## config.mk

```make
export PLATFORM = sky130hd
export DESIGN_NAME = mem_access
export DESIGN_NICKNAME = d
export VERILOG_FILES = /design/src/rtl/mem_access.sv
export SDC_FILE = /design/constraint.sdc
export NUM_CORES = 1
export LEC_CHECK = 0
export CAP_MARGIN = 15
export CORE_MARGIN = 5
export CORE_UTILIZATION = 44
export DETAILED_ROUTE_END_ITERATION = 7
export PLACE_DENSITY = 0.83
export SLEW_MARGIN = 25
export SYNTH_ARGS = -nofsm -noshare
export SYNTH_HDL_FRONTEND = slang
export SYNTH_SLANG_ARGS = --single-unit
```

## constraint.sdc

```tcl
create_clock -name clk -period 8.46 [get_ports clk]
set_input_delay 0.846 -clock clk [delete_from_list [all_inputs] [get_ports clk]]
set_output_delay 0.846 -clock clk [all_outputs]
set_load 0.02 [all_outputs]
```

## src/rtl/mem_access.sv

```systemverilog
`default_nettype none
// ============================================================================
//  Module   : mem_access
//  Brief    : MEM pipeline stage. It issues data-bus requests and stalls the
//             upstream stages until the bus acknowledges. It aligns and extends
//             load data, resolves branches and drives the MEM/WB register.
//  Revision : 1.0 - initial release
// ============================================================================
module mem_access (
  input  logic        clk,
  input  logic        rst,
  // pipeline control
  input  logic        keep,
  input  logic        nop,
  // EX/MEM register
  input  logic [31:0] ALU_co_pype,
  input  logic [31:0] read_data2_pype2,
  input  logic [4:0]  WReg_pype2,
  input  logic        RegWrite_pype2,
  input  logic [1:0]  MemtoReg_pype2,
  input  logic [1:0]  MemRW_pype2,
  input  logic [2:0]  funct3_pype2,
  input  logic [31:0] PCp4_pype2,
  input  logic [31:0] PCBranch_pype2,
  input  logic [2:0]  MemBranch_pype2,
  // data bus
  output logic        dmem_req,
  output logic        dmem_we,
  output logic [31:0] dmem_addr,
  output logic [31:0] dmem_wdata,
  output logic [3:0]  dmem_be,
  input  logic        dmem_ack,
  input  logic [31:0] dmem_rdata,
  // control
  output logic        mem_stall,
  output logic        branch_taken,
  output logic [31:0] branch_target,
  // MEM/WB register
  output logic [31:0] read_data_pype3,
  output logic [31:0] ALU_co_pype3,
  output logic [31:0] PCp4_pype3,
  output logic [4:0]  WReg_pype3,
  output logic        RegWrite_pype3,
  output logic [1:0]  MemtoReg_pype3,
  output logic        misalign_pype3
);

  localparam logic [0:0] S_IDLE = 1'b0;
  localparam logic [0:0] S_BUSY = 1'b1;

  logic [0:0]  state_q, state_d;
  logic        w_rw_op, w_misalign, w_mem_op, w_is_load;
  logic [3:0]  w_be;
  logic [31:0] w_wdata, w_addr, w_lane, w_load_ext;
  logic        bus_we_q;
  logic [3:0]  bus_be_q;
  logic [31:0] bus_addr_q, bus_wdata_q;
  logic        w_unused;

  // MemBranch bit2 carries no meaning in this stage
  assign w_unused = MemBranch_pype2[2];

  assign w_rw_op   = (MemRW_pype2 == 2'b01) || (MemRW_pype2 == 2'b10);
  assign w_mem_op  = w_rw_op && !w_misalign;
  assign w_is_load = (MemRW_pype2 == 2'b01) && !w_misalign;
  assign w_addr    = {ALU_co_pype[31:2], 2'b00};

  // Misalignment: half needs an even address, word (and wider codes) needs a 4-byte boundary
  always_comb begin
    w_misalign = 1'b0;
    if (funct3_pype2[1])
      w_misalign = w_rw_op && (ALU_co_pype[1:0] != 2'b00);
    else if (funct3_pype2[0])
      w_misalign = w_rw_op && ALU_co_pype[0];
  end

  // Byte enables and lane-replicated store data
  always_comb begin
    case (funct3_pype2[1:0])
      2'b00: begin
        w_be    = 4'b0001 << ALU_co_pype[1:0];
        w_wdata = {4{read_data2_pype2[7:0]}};
      end
      2'b01: begin
        w_be    = 4'b0011 << {ALU_co_pype[1], 1'b0};
        w_wdata = {2{read_data2_pype2[15:0]}};
      end
      default: begin
        w_be    = 4'b1111;
        w_wdata = read_data2_pype2;
      end
    endcase
  end

  // Load data: move the addressed lane to bit 0, then sign/zero extend
  assign w_lane = dmem_rdata >> {ALU_co_pype[1:0], 3'b000};
  always_comb begin
    case (funct3_pype2)
      3'b000:  w_load_ext = {{24{w_lane[7]}}, w_lane[7:0]};
      3'b001:  w_load_ext = {{16{w_lane[15]}}, w_lane[15:0]};
      3'b100:  w_load_ext = {24'd0, w_lane[7:0]};
      3'b101:  w_load_ext = {16'd0, w_lane[15:0]};
      default: w_load_ext = w_lane;
    endcase
  end

  // Branch resolution: the ALU result already holds the compare outcome
  always_comb begin
    branch_taken = 1'b0;
    if (MemBranch_pype2[1]) begin
      branch_taken = 1'b1;
    end else if (MemBranch_pype2[0]) begin
      case (funct3_pype2)
        3'b000:         branch_taken = (ALU_co_pype == 32'd0);
        3'b001:         branch_taken = (ALU_co_pype != 32'd0);
        3'b100, 3'b110: branch_taken = (ALU_co_pype == 32'd1);
        3'b101, 3'b111: branch_taken = (ALU_co_pype == 32'd0);
        default:        branch_taken = 1'b0;
      endcase
    end
  end
  assign branch_target = PCBranch_pype2;

  // FSM state register
  always_ff @(posedge clk or posedge rst) begin
    if (rst) state_q <= S_IDLE;
    else     state_q <= state_d;
  end

  // FSM next state: a request leaves IDLE, an ack returns from BUSY
  always_comb begin
    state_d = state_q;
    case (state_q)
      S_IDLE:  if (w_mem_op) state_d = S_BUSY;
      default: if (dmem_ack) state_d = S_IDLE;
    endcase
  end

  // FSM outputs: IDLE drives the bus from the live inputs, BUSY from the latched copy
  always_comb begin
    dmem_req   = 1'b0;
    dmem_we    = 1'b0;
    dmem_addr  = w_addr;
    dmem_wdata = w_wdata;
    dmem_be    = 4'b0000;
    mem_stall  = 1'b0;
    if (!rst) begin
      if (state_q == S_IDLE) begin
        if (w_mem_op) begin
          dmem_req  = 1'b1;
          dmem_we   = (MemRW_pype2 == 2'b10);
          dmem_be   = w_be;
          mem_stall = 1'b1;
        end
      end else begin
        dmem_req   = 1'b1;
        dmem_we    = bus_we_q;
        dmem_addr  = bus_addr_q;
        dmem_wdata = bus_wdata_q;
        dmem_be    = bus_be_q;
        mem_stall  = !dmem_ack;
      end
    end
  end

  // Latch the bus request on issue so it stays stable while BUSY
  always_ff @(posedge clk or posedge rst) begin
    if (rst) begin
      bus_we_q    <= 1'b0;
      bus_be_q    <= 4'b0000;
      bus_addr_q  <= 32'd0;
      bus_wdata_q <= 32'd0;
    end else if (state_q == S_IDLE && w_mem_op) begin
      bus_we_q    <= (MemRW_pype2 == 2'b10);
      bus_be_q    <= w_be;
      bus_addr_q  <= w_addr;
      bus_wdata_q <= w_wdata;
    end
  end

  // MEM/WB register: stall and keep hold, nop bubbles, otherwise capture
  always_ff @(posedge clk or posedge rst) begin
    if (rst) begin
      read_data_pype3 <= 32'd0;
      ALU_co_pype3    <= 32'd0;
      PCp4_pype3      <= 32'd0;
      WReg_pype3      <= 5'd0;
      RegWrite_pype3  <= 1'b0;
      MemtoReg_pype3  <= 2'd0;
      misalign_pype3  <= 1'b0;
    end else if (mem_stall || keep) begin
      read_data_pype3 <= read_data_pype3;
    end else if (nop) begin
      read_data_pype3 <= 32'd0;
      ALU_co_pype3    <= 32'd0;
      PCp4_pype3      <= 32'd0;
      WReg_pype3      <= 5'd0;
      RegWrite_pype3  <= 1'b0;
      MemtoReg_pype3  <= 2'd0;
      misalign_pype3  <= 1'b0;
    end else begin
      read_data_pype3 <= w_is_load ? w_load_ext : 32'd0;
      ALU_co_pype3    <= ALU_co_pype;
      PCp4_pype3      <= PCp4_pype2;
      WReg_pype3      <= WReg_pype2;
      RegWrite_pype3  <= RegWrite_pype2 && !w_misalign;
      MemtoReg_pype3  <= MemtoReg_pype2;
      misalign_pype3  <= w_misalign;
    end
  end

endmodule
`default_nettype wire

```

Word-level counts from Yosys, hierarchy flattened
Index checks and enable logic that the tools add are counted.

cells by class
  reduce and logical (&&, ||, !) cells = 17
  equality and inequality tests = 9
  muxes and demuxes = 33
  shifts and indexed selects = 3
  bitwise operators = 1

operator list
  operator             number
  $mux 32              8
  $pmux 32 s4          1
  $pmux 32 s2          1
  $eq 32x1->1 const B  1
  $logic_not 32->1     1
  $reduce_bool 32->1   1
  $shr 32x5->32        1
  $mux 1               16
  $eq 3x3->1 const B   4
  $mux 4               3
  $pmux 4 s2           1
  $logic_and 1x1->1    6
  $mux 5               1
  $eq 2x1->1 const B   2
  $shl 1x2->4 const A  1
  $shl 2x2->4 const A  1
  $eq 3x1->1 const B   1
  $logic_not 3->1      1
  $pmux 1 s3           1
  $reduce_or 3->1      1
  $eq 2x2->1 const B   1
  $logic_not 1->1      2
  $logic_not 2->1      1
  $logic_or 1x1->1     2
  other kinds (4)      4

storage, ports and cells
  word-level logic and storage cells = 75
  bits in registers = 173
  output and inout port bits = 209

Longest topological paths before layout
Gate-level depths: netlist of run 1.

  depth in word-level cells = 11
  depth in mapped cells = 9
  gate-level depth less buffers = 6

Least setup slack after synthesis of run 1
OpenSTA, ideal clock, no wires.

  path type = input port to output port
  start point = in rst
  end point = out dmem_wdata[14]
  path slack = 1575 ps
  data arrival time = 6039 ps
  cell stages on the path = 5
  path buffers = 2
  cell sequence = clkbuf_1 inv_1 nand2_1 clkbuf_1 a21oi_1

on the way
  longest elaborated chain between the ends = 1

RTL lines
  item                RTL line  RTL
  start: declaration  11        input logic rst,
  $mux 32             147       if (!rst) begin
  end: declaration    30        output logic [31:0] dmem_wdata,

Every way passes these cells.

Final worst setup path of run 1
  start point = in MemRW_pype2[0]
  end point = out dmem_be[3]

on the way
  longest elaborated chain between the ends = 10
  elaborated cells between the ends (all ways) = 12
  those cells by class = eq/ne (2); mux (5); reduce/logical (5)

RTL lines
  item                                             RTL line  RTL
  start: declaration                               21        input logic [1:0] MemRW_pype2,
  $eq 2x1->1 / $eq 2x2->1 (equally long branches)  63        assign w_rw_op = (MemRW_pype2 == 2'b01) || (MemRW_pype2 == 2'b10);
  $logic_or 1x1->1 (*)                             63
  $logic_and 1x1->1                                74        w_misalign = w_rw_op && ALU_co_pype[0];
  $mux 1                                           73        else if (funct3_pype2[0])
  $mux 1                                           71        if (funct3_pype2[1])
  $logic_not 1->1                                  64        assign w_mem_op = w_rw_op && !w_misalign;
  $logic_and 1x1->1 (*)                            64
  $mux 4 (*)                                       149       if (w_mem_op) begin
  $mux 4 (*)                                       148       if (state_q == S_IDLE) begin
  $mux 4 (*)                                       147
  end: declaration                                 31        output logic [3:0] dmem_be,

Mark *: on every way between the ends. The rest lies on a longest branch, timed or not.

==> reports/qor.yml, run 1 <==
critical-path-top-delay-family: "buffers and inverters"
cts_tree: "yes"
min_period_ps: 4870
drive_gt1_frac: 0.0717
ys_seq_area_frac: 0.467
crit_type: "input pin to primary output"
holdPathEnd: "bus_addr_q[8]$_DFFE_PP0P_"
syn2layout_area_growth_pct: 40.7
grt_max_degree: 104
finalWirelength_um: 30100
grt_overflow_total: 0
synth_cells: 1030
slew_headroom: 0.329
viasPerCell: 5.40
cp.required_ps: 7610
critical_path.max_fanout: 21
cts-buffers-inserted: 17
power.density_mw_per_mm2: 205
synth_cell_types: 44
initialDrtViolationCount: 517
ir_worst_vdd_mv: 0.144
clockRootBuffer: "clkbuf_16"
vias: 8426
hold_start: "bus_addr_q[8]$_DFFE_PP0P_"
critPathBufInv: 4
r2r_end: "read_data_pype3[7]$_DFFE_PP0N_"
grt_setup_unrepaired: "no"
cts_setup_buffers: 0
port_buffers: 322
finalSetupTns_ps: 0
regArea_mm2: 0.00433
synth_most_common_cell: "nand2_1"
clk_pin_slew_ps: 70
dp_hpwl_um: 20900
grt_pass1_vias: 8501
cts_buffer_depth: 2
cp_cell_sequence: "clkdlybuf4s50_1 -> inv_1 -> ha_1 -> nor2_1 -> a21boi_4 -> buf_16 -> o21ai_0 -> a21oi_1 -> clkdlybuf4s50_1"
r2r_cells: 4
holdBufCountCts: 0
synth_top_area_frac: 0.467
num-fill-cells: 1754
grt_pass1_wl_um: 47700
yosysWarnings: 0
hp-class: "flip-flop to flip-flop"
dieArea_mm2: 0.0241
gp_congestion: 0.853
synth_edf_count: 0
r2r_slack_ps: 5830
rows: 53
drt-wirelength-per-cell_um: 19.3
fin_skew_ps: 14.9
ioPinCount: 390
cts.sinks: 173
crit_slowest_cell: "clkdlybuf4s50_1"
multi_input_area_mm2: 0.00437
cts_repair_resize_count: 0
period_share: 0.575
drc: 0
whs_ps: 476
cap_violations: 0
initial_utilization: 0.444
clk_latency_ps: 430
nets: 1454
status: "complete, no violations"
die_h_um: 155
slew_viol_final: 0
cp.arrival_ps: 4020
synthTopCellsByCount: "nand2_1, dfrtp_1, o21ai_0"
synth_largest_area_cell: "dfrtp_1"
critPathMaxStageDelay_ps: 680
setup_viol: 0
async_flop_share: 1.00
drtAntennaViolNets: 0
worstSetupStartpointType: "input pin"
fmax_ghz: 0.205
die_x_um: 155
dr.pass1.iters: 8
p_leak_nw: 6.01
r2r-start: "state_q$_DFF_PP0_"
whs_path_depth: 2
hold_viol: 0
synth_area_mm2: 0.00928
end_kind: "primary output"
track_usage: 0.246
cts_max_level: 4
synth.top_cells.by_area: "dfrtp_1, nand2_1, mux2i_1"
ys.flop_type: "dfrtp_1"
synth_seq_cells: 173
tightestPinTransition_ps: 1000
crit_path_frequent_cell: "clkdlybuf4s50_1"
antenna_found_initial: 2
fp.coreArea_mm2: 0.0209
avgSynthCellArea_um2: 9.01
final cells by class:
type,count,area share
clock inverter,15,0.0150
timing repair buffer,335,0.255
sequential,173,0.332
antenna,2,0.000383
tap,275,0.0264
clock buffer,17,0.0326
inverter,13,0.00431
multi-input combinational,731,0.335
worst max path at each step:
stage / start / to / slack, ps / cells after the start
detailed placement: MemRW_pype2[0] / dmem_be[3] / 3590 / 9
global placement: MemRW_pype2[0] / dmem_be[1] / 3340 / 8
floorplan: rst / dmem_wdata[14] / 1570 / 5
global route: MemRW_pype2[0] / dmem_be[3] / 3410 / 9
CTS: MemRW_pype2[0] / dmem_be[3] / 3600 / 9
finish: MemRW_pype2[0] / dmem_be[3] / 3590 / 9
layer usage:
layer / part of all wire / global-route usage
met5: 0 / 0
met4: 0.024 / 0.0779
met3: 0.082 / 0.0640
met2: 0.48 / 0.404
met1: 0.41 / 0.320
state kept, by name, indices dropped and copies added, names as in the netlist:
| signal | count |
|---|---|
| ALU_co_pype3 | 32 |
| bus_wdata_q | 32 |
| state_q | 1 |
| bus_we_q | 1 |
| RegWrite_pype3 | 1 |
| WReg_pype3 | 5 |
| MemtoReg_pype3 | 2 |
| bus_addr_q | 30 |
| misalign_pype3 | 1 |
| read_data_pype3 | 32 |
| PCp4_pype3 | 32 |
| bus_be_q | 4 |
worst min-delay path: cells and delay by family, from the launching register on:
family	cells	cell delay [ps]
and+or+nand+nor	2	100
DFF	1	350
layout by cell type (no fill, tap or decap), types with 4 or more instances in the layout:
master	netlist	routed
nand2_1	296	295
dfrtp_1	173	173
nor4_1	9	9
clkdlybuf4s50_1	0	318
a21o_1	34	34
mux2_2	30	30
mux2i_1	41	41
inv_1	13	12
a21oi_1	30	30
o21a_1	8	8
nor2b_1	50	49
nand3b_1	9	9
nor2_1	34	33
o31ai_1	16	16
clkbuf_16	0	17
buf_4	34	11
a22o_1	9	9
mux2_1	20	20
nor4b_1	32	32
o21ai_0	68	68
a211oi_1	15	15
inv_8	0	5
buf_2	11	4
metrics by stage:
stage / power, mW / utilization / cells / setup WS, ps / area [um2]
global placement: 1.83 / 0.593 / 1526 / 3340 / 12400
floorplan: 1.51 / - / 1031 / 1570 / 9280
global route: 2.82 / 0.625 / 1561 / 3410 / 13100
CTS: 2.70 / 0.624 / 1559 / 3600 / 13000
finish: 2.68 / 0.625 / 1561 / 3590 / 13100
detailed placement: 1.86 / 0.595 / 1527 / 3590 / 12400
where the power goes:
group | total (mW) | switching (mW) | internal (mW)
Sequential | 1.06 | 0.0804 | 0.975
Clock | 0.833 | 0.380 | 0.453
Combinational | 0.790 | 0.430 | 0.360
Total | 2.68 | 0.891 | 1.79
cell families (layout without fill, tap and decap cells):
group	count (synthesis)	count (layout)	synth area share
xor+xnor	1	1	0.000944
buf+inv	127	380	0.0682
other cells	1	4	0.000404
flops	173	173	0.467
fa+ha+maj	2	2	0.00270
simple gates	442	442	0.219
mux	92	92	0.107
compound gates	192	192	0.135
(Power assumes the default switching activity.)
==> inputs of run 2 (changes only) <==
CORE_UTILIZATION = 39   (was 44)
PLACE_DENSITY = 0.78   (was 0.83)
clock period = 4 ns   (was 8.46 ns; I/O delays follow)
==> reports/qor.yml, run 2 (synthesized netlist as in run 1, its figures left out) <==
status: "complete, no violations"
r2r_end: "ALU_co_pype3[2]$_DFFE_PP0N_"
holdPathEnd: "bus_addr_q[3]$_DFFE_PP0P_"
ir_worst_vdd_mv: 0.236  # +63%
finalSetupTns_ps: 0  # unchanged
slew_headroom: 0.465  # +0.135
cp.required_ps: 3600  # -4010 ps
track_usage: 0.227  # -0.0185
fp.coreArea_mm2: 0.0235  # +12%
clk_pin_slew_ps: 70  # about the same
dieArea_mm2: 0.0270  # +12%
grt.busiest_layer: "met2"
gp_congestion: 0.801  # -6.1%
viasPerCell: 5.25  # -2.8%
hp-class: "flip-flop to flip-flop"
drive_gt1_frac: 0.0971  # +0.0254
min_period_ps: 3370
die_h_um: 164  # +5.8%
ioPinCount: 390  # unchanged
period_share: 0.843
layout_common_cells: "clkdlybuf4s50_1, nand2_1, dfrtp_1"
critical_path.max_fanout: 4  # -81%
cp.arrival_ps: 2970  # -1050 ps
cp_cell_sequence: "clkdlybuf4s50_1 -> inv_1 -> ha_1 -> nor2_1 -> a21boi_4 -> o21ai_0 -> a21oi_1 -> clkdlybuf4s50_1"
tightestPinTransition_ps: 803  # -202 ps
power.density_mw_per_mm2: 421  # +110%
cts_max_level: 4  # unchanged
cts_tree: "yes"
end_kind: "primary output"
die_x_um: 164  # +5.8%
drt-wirelength-per-cell_um: 19.3  # +0.39%
p_leak_nw: 6.09  # +1.3%
drtAntennaViolNets: 0  # unchanged
grt_max_degree: 175  # +68%
grt_util_met3: 0.0620  # -0.00200
finalWirelength_um: 31300  # +4.1%
dr.pass1.iters: 6  # -2
hold_viol: 0  # unchanged
grt_pass1_vias: 8556  # +0.65%
initial_utilization: 0.395  # -0.0489
crit_path_frequent_cell: "clkdlybuf4s50_1"
syn2layout_area_growth_pct: 43.6
port_buffers: 322  # unchanged
nets: 1468  # +0.96%
setup_viol: 0  # unchanged
hold_start: "bus_addr_q[3]$_DFFE_PP0P_"
critPathMaxStageDelay_ps: 670  # about the same
vias: 8496  # +0.83%
critical-path-top-delay-family: "buffers and inverters"
r2r_cells: 6  # +2
cts-buffers-inserted: 17  # unchanged
grt_pass1_wl_um: 48200  # +1.0%
critPathBufInv: 3  # -1
dp_hpwl_um: 22300  # +6.5%
fin_skew_ps: 8.92  # -5.98 ps
worstSetupStartpointType: "input pin"
cap_violations: 0  # unchanged
r2r-start: "state_q$_DFF_PP0_"
slew_viol_final: 0  # unchanged
grtUsageMet1: 0.291  # -0.0286
clk_latency_ps: 410  # -20 ps
met2_usage: 0.374  # -0.0309
holdBufCountCts: 0  # unchanged
clockRootBuffer: "clkbuf_16"
grt_overflow_total: 0  # unchanged
r2r_slack_ps: 1260  # -4570 ps
rows: 56  # +5.7%
cts_setup_buffers: 0  # unchanged
fmax_ghz: 0.296
grt_setup_unrepaired: "no"
drc: 0  # unchanged
power_mw: 5.61  # +110%
crit_type: "input pin to primary output"
cts.sinks: 173  # unchanged
antenna_found_initial: 3  # +1
final_common_cell: "clkdlybuf4s50_1"
cts_buffer_depth: 2  # unchanged
initialDrtViolationCount: 563  # +8.9%
crit_slowest_cell: "clkdlybuf4s50_1"
whs_path_depth: 2  # unchanged
cts_repair_resize_count: 0  # unchanged
-- run 2: cell count changes in the layout (fill, tap and decap cells not counted), moves of 3 or more --
cell and delta:
a21oi_4 +3, buf_12 +4, nor2_1 -4, a21oi_2 +13, buf_4 +11, a21oi_1 -16
-- run 2: how the worst max path moves through the flow --
| stage | slack (ps) | from | cells after the start | endpoint |
|---|---|---|---|---|
| floorplan | -630 | rst | 6 | dmem_wdata[18] |
| global placement | 590 | MemRW_pype2[0] | 8 | WReg_pype3[1]$_DFFE_PP0N_ |
| detailed placement | 570 | MemRW_pype2[0] | 9 | ALU_co_pype3[16]$_DFFE_PP0N_ |
| CTS | 600 | MemRW_pype2[0] | 8 | dmem_be[3] |
| global route | 450 | MemRW_pype2[0] | 8 | dmem_be[3] |
| finish | 630 | MemRW_pype2[0] | 8 | dmem_be[3] |
-- run 2: power by group --
group          switching [mW]  internal [mW]
clock network           0.810          0.832
registers               0.176           2.06
logic                   0.933          0.796
total                    1.92           3.69
-- run 2: tightest hold or removal path: cells and delay by family (launching register included) --
family | cells | cell delay, ps
and+or+nand+nor | 2 | 100
DFF | 1 | 350
-- run 2: routing by layer --
metal	share of wire	vias to the layer above
li1	-	3961
met1	0.41	4104
met2	0.47	376
met3	0.087	53
met4	0.027	2
met5	0.00064	-
-- run 2: final cells by class --
type | instances | area [um2]
antenna | 2 | 5.00
clock buffer | 18 | 429
tap | 319 | 399
clock inverter | 14 | 144
multi-input combinational | 731 | 4470
inverter | 13 | 52.6
timing repair buffer | 349 | 3490
fill | 2080 | 10200
sequential | 173 | 4330
-- run 2: per-stage QoR --
step                cell area, um2   util  setup slack, ps  instances  hold WS (ps)
floorplan                     9430      -             -631       1031           446
global placement             12700  0.540              586       1582           458
detailed placement           12700  0.542              570       1584           462
CTS                          13300  0.566              602       1616           480
global route                 13300  0.567              450       1619           494
finish                       13300  0.567              627       1619           477
==> inputs of run 3 (changes only) <==
CORE_UTILIZATION = 44   (was 39)
PLACE_DENSITY = 0.83   (was 0.78)
clock period = 3.2 ns   (was 4 ns; I/O delays follow)
==> reports/qor.yml, run 3 (synthesized netlist as in run 1, its figures left out) <==
clk_pin_slew_ps: 70  # about the same
nets: 1487  # +1.3%
top_layer: "met4"
cts_setup_buffers: 0  # unchanged
grt_max_degree: 174  # -0.57%
clk_latency_ps: 420  # about the same
setup_slack_ps: 190  # -436 ps
p_leak_nw: 6.25  # +2.5%
crit_path_frequent_cell: "clkdlybuf4s50_1"
holdBufCountCts: 0  # unchanged
rows: 53  # -5.4%
cp_cell_sequence: "clkdlybuf4s50_1 -> ha_1 -> buf_4 -> nor2_1 -> a21boi_4 -> o21ai_0 -> a21oi_1 -> clkdlybuf4s50_1"
setup_viol: 0  # unchanged
slew_viol_final: 0  # unchanged
initial_utilization: 0.444  # +0.0489
whs_path_depth: 4  # +2
num-fill-cells: 1749  # -16%
grt_pass1_vias: 8517  # -0.46%
ioPinCount: 390  # unchanged
r2r-start: "state_q$_DFF_PP0_"
status: "complete, no violations"
critical_path.max_fanout: 7  # +3
initialDrtViolationCount: 562  # -0.18%
route.met3.wl_um: 2670  # -2.1%
clkPwrFrac: 0.297  # +0.004
final_common_cell: "clkdlybuf4s50_1"
layout_common_cells: "clkdlybuf4s50_1, nand2_1, dfrtp_1"
cp.required_ps: 2880  # -720 ps
syn2layout_area_growth_pct: 45.1
worstSetupStartpointType: "input pin"
hold_start: "funct3_pype2[1]"
cts_tree: "yes"
dieArea_mm2: 0.0241  # -11%
crit_slowest_cell: "clkdlybuf4s50_1"
cts_max_level: 4  # unchanged
fin_cells: 1592  # -1.7%
crit_type: "input pin to primary output"
power.share.combinational: 0.308  # about the same
end_kind: "primary output"
r2r_cells: 7  # +1
dr.pass1.iters: 5  # -1
pre_cts_ws_ps: 107  # -463 ps
cts-buffers-inserted: 17  # unchanged
p_int_mw: 4.68  # +27%
period_share: 0.940
drt-wirelength-per-cell_um: 19.4  # +0.26%
swShare: 0.341  # -0.00116
dp_hpwl_um: 22300  # about the same
fp.coreArea_mm2: 0.0209  # -11%
antenna_found_initial: 0  # -3
cp.arrival_ps: 2690  # -280 ps
seqPwrFrac: 0.394  # -0.005
fmax_ghz: 0.332
fin_skew_ps: 14.2  # +5.24 ps
drt-met1-wl_um: 12500  # -3.3%
port_buffers: 322  # unchanged
path_depth: 8  # unchanged
grt_overflow_total: 0  # unchanged
antenna_cells: 0  # -2
die_x_um: 155  # -5.5%
clockRootBuffer: "clkbuf_16"
cts_buffer_depth: 2  # unchanged
drtAntennaViolNets: 0  # unchanged
dp_cells: 1559  # -1.6%
switching_power_mw: 2.42  # +26%
r2r_slack_ps: 630  # -630 ps
finalWirelength_um: 30800  # -1.4%
cp-startpoint: "MemRW_pype2[1]"
cts_repair_resize_count: 0  # unchanged
slew_headroom: 0.436  # -0.0287
drc: 0  # unchanged
gp_congestion: 0.861  # +7.4%
cts.sinks: 173  # unchanged
viasPerCell: 5.37  # +2.4%
ir_worst_vdd_mv: 0.333  # +41%
critPathMaxStageDelay_ps: 670  # about the same
power.density_mw_per_mm2: 527  # +25%
grt_setup_unrepaired: "no"
die_h_um: 155  # -5.5%
vias: 8555  # +0.69%
track_usage: 0.249  # +0.0210
met2WireLength_um: 15100  # +1.7%
post-route-util: 0.644  # +0.0771
tightestPinTransition_ps: 846  # +43.1 ps
min_period_ps: 3010
critical-path-top-delay-family: "buffers and inverters"
critPathBufInv: 3  # unchanged
cap_violations: 0  # unchanged
hp-class: "input pin to flip-flop"
grt_pass1_wl_um: 48100  # -0.27%
hold_viol: 0  # unchanged
drive_gt1_frac: 0.110  # +0.0130
run 3: per-layer routing:
metal | vias up | global-route usage
met5 | - | 0
met4 | 0 | 0.0654
met3 | 46 | 0.0659
met2 | 392 | 0.413
met1 | 4122 | 0.324
li1 | 3995 | -
run 3: final cells by class:
| cell class | count | area [um2] | area share |
|---|---|---|---|
| clock buffer | 18 | 439 | 0.0326 |
| sequential | 173 | 4330 | 0.322 |
| tap | 275 | 344 | 0.0256 |
| timing repair buffer | 368 | 3660 | 0.272 |
| clock inverter | 14 | 170 | 0.0126 |
| inverter | 13 | 52.6 | 0.00390 |
| multi-input combinational | 731 | 4470 | 0.332 |
run 3: path summary, 6_finish.rpt:
kind,to
max,dmem_be[3]
min,read_data_pype3[21]$_DFFE_PP0N_
max reg2reg,ALU_co_pype3[21]$_DFFE_PP0N_
min reg2reg,bus_be_q[3]$_DFFE_PP0P_
max in group asynchronous,read_data_pype3[13]$_DFFE_PP0N_
min in group asynchronous,bus_we_q$_DFFE_PP0P_
run 3: worst min-delay path, cell delays in order:
cell,delay [ps]
buf_2,240
nand2_1,80
nand2_1,70
o31ai_1,60
run 3: per-stage QoR:
step	power (mW)	cell area, um2	hold slack (ps)	setup TNS (ps)
2_1_floorplan	4.02	9430	425	-68310
3_3_place_gp	4.97	12800	458	0
3_5_place_dp	5.03	12800	462	0
4_1_cts	7.16	13400	367	0
5_1_grt	7.48	13500	433	0
6_report	7.09	13500	388	0
run 3: power by group through the flow:
stage	Combinational (mW)	Sequential, mW	Clock, mW
finish	2.19	2.80	2.11
floorplan	1.08	2.95	0
detailed placement	2.20	2.83	0
global route	2.37	2.85	2.26
CTS	2.20	2.80	2.16
global placement	2.15	2.81	0
